File: src/rtl/result_accumulator_8_bit.sv
// result_accumulator_8_bit
//
// Sums N_SAMPLES consecutive 8-bit Result words from the add/mul/compare
// stage into one frame total. The total is presented on a registered
// valid/ready port. Upstream is held off (in_ready=0) while a total is
// pending.
//
// Optional feature macro: RESULT_ACC_MAX_EN
//   When defined, the frame maximum is tracked and presented on out_max.
//
// Parameters:
//   N_SAMPLES  results per frame (2..16)
//   ACC_W      accumulator / sum width, >= 8 + ceil(log2(N_SAMPLES))
//
// Ports:
//   clk        rising-edge clock
//   rst_n      asynchronous active-low reset
//   in_result  unsigned Result word
//   in_valid   in_result valid this cycle
//   in_ready   block accepts a word this cycle
//   clear      synchronous frame abort, highest priority
//   out_sum    frame total, unsigned
//   out_count  samples per frame (constant N_SAMPLES)
//   out_valid  out_sum valid
//   out_ready  downstream accepts out_sum
//   out_max    largest word of the frame (RESULT_ACC_MAX_EN only)

module result_accumulator_8_bit #(
    parameter int N_SAMPLES = 4,
    parameter int ACC_W     = 12
) (
    input  logic             clk,
    input  logic             rst_n,
    input  logic [7:0]       in_result,
    input  logic             in_valid,
    output logic             in_ready,
    input  logic             clear,
    output logic [ACC_W-1:0] out_sum,
    output logic [4:0]       out_count,
    output logic             out_valid,
    input  logic             out_ready
`ifdef RESULT_ACC_MAX_EN
    ,
    output logic [7:0]       out_max
`endif
);

    localparam logic       ST_ACCUM = 1'b0;
    localparam logic       ST_HOLD  = 1'b1;
    localparam logic [4:0] LAST_IDX = 5'(N_SAMPLES - 1);

    logic             state;
    logic [ACC_W-1:0] acc;
    logic [4:0]       cnt;
    logic             in_fire;
    logic             out_fire;
    logic             last_word;
    logic [ACC_W-1:0] acc_sum;

    // Unsigned maximum of two words.
    function automatic logic [7:0] max8(input logic [7:0] a, input logic [7:0] b);
        return (a > b) ? a : b;
    endfunction

    // Handshake decode is from registered state only, so out_ready never
    // reaches in_ready combinationally.
    assign in_ready  = (state == ST_ACCUM);
    assign out_valid = (state == ST_HOLD);
    assign out_count = 5'(N_SAMPLES);

    assign in_fire   = in_valid && (state == ST_ACCUM);
    assign out_fire  = out_ready && (state == ST_HOLD);
    assign last_word = (cnt == LAST_IDX);
    assign acc_sum   = acc + ACC_W'(in_result);

    // Accumulate stage: frame counter, running sum and output register.
    always_ff @(posedge clk or negedge rst_n) begin
        if (!rst_n) begin
            state   <= ST_ACCUM;
            acc     <= '0;
            cnt     <= '0;
            out_sum <= '0;
        end else if (clear) begin
            // Abort wins over any simultaneous input or output transfer.
            // out_sum keeps its old value; it is meaningless once out_valid drops.
            state <= ST_ACCUM;
            acc   <= '0;
            cnt   <= '0;
        end else if (in_fire) begin
            if (last_word) begin
                out_sum <= acc_sum;
                acc     <= '0;
                cnt     <= '0;
                state   <= ST_HOLD;
            end else begin
                acc <= acc_sum;
                cnt <= cnt + 5'd1;
            end
        end else if (out_fire) begin
            state <= ST_ACCUM;
        end
    end

`ifdef RESULT_ACC_MAX_EN
    logic [7:0] max_reg;

    // Running-max stage, follows the same frame boundaries as the sum.
    always_ff @(posedge clk or negedge rst_n) begin
        if (!rst_n) begin
            max_reg <= '0;
            out_max <= '0;
        end else if (clear) begin
            max_reg <= '0;
        end else if (in_fire) begin
            if (last_word) begin
                out_max <= max8(max_reg, in_result);
                max_reg <= '0;
            end else begin
                max_reg <= max8(max_reg, in_result);
            end
        end
    end
`endif

endmodule

File: config.mk
export PLATFORM = sky130hd
export DESIGN_NAME = result_accumulator_8_bit
export DESIGN_NICKNAME = d
export VERILOG_FILES = /design/src/rtl/result_accumulator_8_bit.sv
export SDC_FILE = /design/constraint.sdc
export NUM_CORES = 1
export LEC_CHECK = 0
export ABC_AREA = 1
export CAP_MARGIN = 25
export CORE_AREA = 10 10 95 55
export DETAILED_ROUTE_END_ITERATION = 10
export DIE_AREA = 0 0 105 65
export GPL_TIMING_DRIVEN = 1
export PLACE_DENSITY = 0.8
export SLEW_MARGIN = 30
export SYNTH_ARGS = -nofsm -noshare
export SYNTH_HDL_FRONTEND = slang
export SYNTH_SLANG_ARGS = --single-unit
File: constraint.sdc
create_clock -name clk -period 1.85 [get_ports clk]
set_input_delay 0.555 -clock clk [delete_from_list [all_inputs] [get_ports clk]]
set_output_delay 0.555 -clock clk [all_outputs]
set_load 0.01 [all_outputs]
# == Word level (Yosys, flattened, before mapping) ==
# Cells that the tools add are included.
# word_totals
inputBits,13
regBits,30
output_inout_bits,19
word_cells,26
# op_classes
bitwise_logic,2
n_addsub,2
mux,10
n_reduce_logical,6
eq_ne,2
# ops
op,n
2-to-1 mux 12 bit,3
2-to-1 mux 5 bit,3
adder 12 x 8 -> 12 bit,1
adder 5 x 1 -> 5 bit (second input constant),1
== test 5 x 2 -> 1 bit (second input constant),1
2-to-1 mux 1 bit,4
inequality test 3 x 2 -> 1 bit (second input constant),1
AND reduction 3 bit,1
nonzero test 3 bit,1
logical AND 1 bit,2
inverter 1 bit,2
AND reduction 2 bit,1
nonzero test 2 bit,1

# == Longest topological paths before layout ==
# logic_depth
word_depth,4
ltp_mapped,10
mapped_depth_nobuf,10

# == Least setup slack after synthesis ==
# Ideal clock, no wire load.
# synth_timing
path_type,input to register
startpoint,input port in_result[0]
endpoint,register acc[6]
required_ns,1.733
n_path_buf,0
arrival_ns,1.675
setup_ns,0.117
stages,9
setup_slack_ns,0.058
cell_sequence,ha_1 inv_1 fa_1 nor2_1 nor2_2 o21ai_2 nand2_1 nand3_1 nand2_1
# synth_via
elab_chain_len,4
# synth_lines
item,line_no,source
"start, declared",34,"input logic [7:0] in_result,"
adder 12 x 8 -> 12 bit,74,assign acc_sum = acc + ACC_W'(in_result);
2-to-1 mux 12 bit,90,if (last_word) begin
2-to-1 mux 12 bit,89,end else if (in_fire) begin
2-to-1 mux 12 bit,83,end else if (clear) begin
"end signal, assigned",96,acc <= acc_sum;
"end, declared",53,logic [ACC_W-1:0] acc;
# No other way between the ends. The select of a mux whose other input is x is not followed.
# A chain may end at the register's enable or synchronous reset.

# == Worst setup path in the final report ==
# layout_timing
startpoint,register state (netlist: out_valid)
endpoint,output port out_valid
# layout_rtl
item,line_no,source
"start, declared",52,logic state;
"start signal, assigned",79,state <= ST_ACCUM;
"start signal, assigned",86,state <= ST_ACCUM;
"start signal, assigned",94,state <= ST_HOLD;
"end, declared",40,"output logic out_valid,"
# No word-level cell between the ends.

==> flow_summary.toml <==
[run_status]
status = "finished clean"

[synth]
synth_largest_area_cell = "dfrtp_1"
ys_top_cells_by_area = "dfrtp_1, nand2_1, ha_1, nand3_1, inv_1"
ys_seq_elements = 30
syn_area_per_cell_um2 = 7.93
synthArstFlopShare_pct = 100
syn_inst = 233
synth.most_common_cell = "nand2_1"
synth_seq_area_share_pct = 40.6
syn_area_um2 = 1850
synth_edf_count = 0
synth_common_cells = "nand2_1, dfrtp_1, inv_1"
yosys_warnings = 0
ys_types = 34
netlist.area_leader.share_pct = 40.6
synth-main-ff-cell = "dfrtp_1"

[grt]
grt_max_degree = 31
grt_usage_pct = 14.8
antenna_found_initial = 0
grt_pass1_vias = 1678
grt_overflow = 0
grt_pass1_wl_um = 8210

[placement]
place_congestion = 0.960
dp_hpwl_um = 3640
pre_cts_slack_ns = -0.576
place_area_um2 = 2300
port_buffers = 26
place_inst = 330

[floorplan]
core-area_um2 = 3680
num_io_pins = 32
fp.dieH_um = 65
dieArea_um2 = 6830
row_count = 16
start_util_pct = 50.2
die_x_um = 105

[cts]
cts_hold_buf = 0
clkLatencyLatePin_ns = 0.28
cts-root-buf = "clkbuf_8"
clkTransAtPathRegs_ns = 0.06
cts.sinks = 30
cts_buffer_depth = 2
htreeDepth = 2
cts_buffers = 5
cts_tree = "yes"

[power]
powerDensity_nw_per_um2 = 791
p_leak_nw = 1.29
irDropWorstVdd_mv = 0.401
power_mw = 2.00

[sta]
slew_violations = 0
timing.setup.tns_ns = 0
fin_worst_skew_ns = 0.00551
fin_crit_ns = 1.79
finalCritPeriodShare_pct = 97.0
setup_viol = 0
hold_viol = 0
grt_setup_unrepaired = "false"
fin_ws_ns = 0.0561
max_freq_mhz = 557

[drt]
drt-wirelength-per-cell_um = 14.5
routed-via-count = 1670
first_iter_violations = 100
wl_um = 4930
ant_nets = 0
via_per_inst = 4.93
drt_pass1_iterations = 5
drc = 0

[cells_and_area]
drive_above_1_share_pct = 23.5
final_nets = 307
n_antenna_cell = 0
area_delta_synth_final_pct = 36.8
fin_area_um2 = 2530
fin_cells = 339

[critical_path]
cp_num_buf_inv = 1
cp_top_family = "buffers and inverters"
path_cells = "clkdlybuf4s50_1"
endpoint_kind = "output pin"
worstSetupPathType = "reg -> out"
critPathMaxFanout = 3
max_stage_delay_ns = 0.57
cp_data_arrival_time_ns = 1.24
cp_slowest_cell = "clkdlybuf4s50_1"
startpoint_type = "flip-flop"
cp_data_required_time_ns = 1.29

[run]
maxCapViolations = 0

[worst_hold_path]
hold_class = "reg -> reg"
[report_power, final]
group | total [mW] | internal (mW) | leakage, nW | switching (mW)
combinational | 0.666 | 0.326 | 0.830 | 0.340
sequential | 0.783 | 0.727 | 0.409 | 0.0558
clock | 0.550 | 0.300 | 0.0482 | 0.250
[cell families after synthesis]
| group | count (synthesis) | share of synthesized area [%] |
|---|---|---|
| buffers and inverters | 35 | 9.21 |
| and+or+nand+nor | 130 | 32.6 |
| DFF | 30 | 40.6 |
| adders and majority gates | 10 | 7.18 |
| AOI/OAI and AO/OA | 19 | 6.64 |
| other | 2 | 0.406 |
| xor gates and xnor gates | 7 | 3.32 |
[timing repair]
action / CTS / global route
resized for setup: 22 / 14
endpoints found under the setup margin: 19 / 17
pin swaps: 10 / 8
hold endpoints to repair: 0 / 0
buffers inserted: 1 / 0
[placed cells by master, fill, tap and decap left out, drive strengths merged]
cell type	synthesis	final
xnor2	3	3
a21boi	1	1
or2	2	2
nand3	20	20
xor2	4	4
ha	9	9
inv	26	26
clkdlybuf4s50	0	17
nand2	84	84
dlygate4sd2	0	6
nor2	15	15
buf	7	23
dfrtp	30	30
a22o	2	2
fa	1	1
a21o	1	1
o22ai	3	3
dlymetal6s2s	0	2
nand4	5	5
clkbuf	1	8
o21ai	11	11
clkinv	1	2
a21oi	1	1
nor3	2	2
nand3b	2	2
conb	2	5
[sequential cells by signal, summed over array words and instances, names as in the netlist]
name       cells
acc           12
cnt            5
out_sum       12
out_valid      1
[worst paths after layout]
check / from / endpoint / slack, ns / cells after the start
hold reg to reg: out_sum[2] / out_sum[2] / 0.48 / 2
setup / recovery: out_valid / out_valid / 0.06 / 1
setup reg to reg: acc[0] / out_sum[6] / 0.21 / 9
min in group asynchronous: rst_n / out_sum[7] / 0.66 / 2
hold / removal: out_sum[2] / out_sum[2] / 0.48 / 2
max in group asynchronous: rst_n / acc[7] / 0.91 / 2
[layer usage]
metal  share of wire [%]  up-vias  track usage [%]
met2                  43       59             22.1
met3                 7.2        5             4.83
li1                    -      831                -
met5                   0        -                0
met1                  49      775             20.4
met4                0.69        0             3.06
[layout make-up]
class	count	area, um2
multi-input combinational	171	1070
clock inverter	1	5.00
inverter	27	105
sequential	30	751
fill	314	1160
clock buffer	7	86.3
tap	54	67.6
timing repair buffer	49	438
[through the flow]
step / util [%] / hold WS [ns]
after global placement: 62.4 / 0.464
after floorplan: - / 0.259
after CTS: 67.6 / 0.481
final: 68.6 / 0.478
after detailed placement: 62.4 / 0.464
after global routing: 68.6 / 0.513
(Power assumes the default switching activity.)
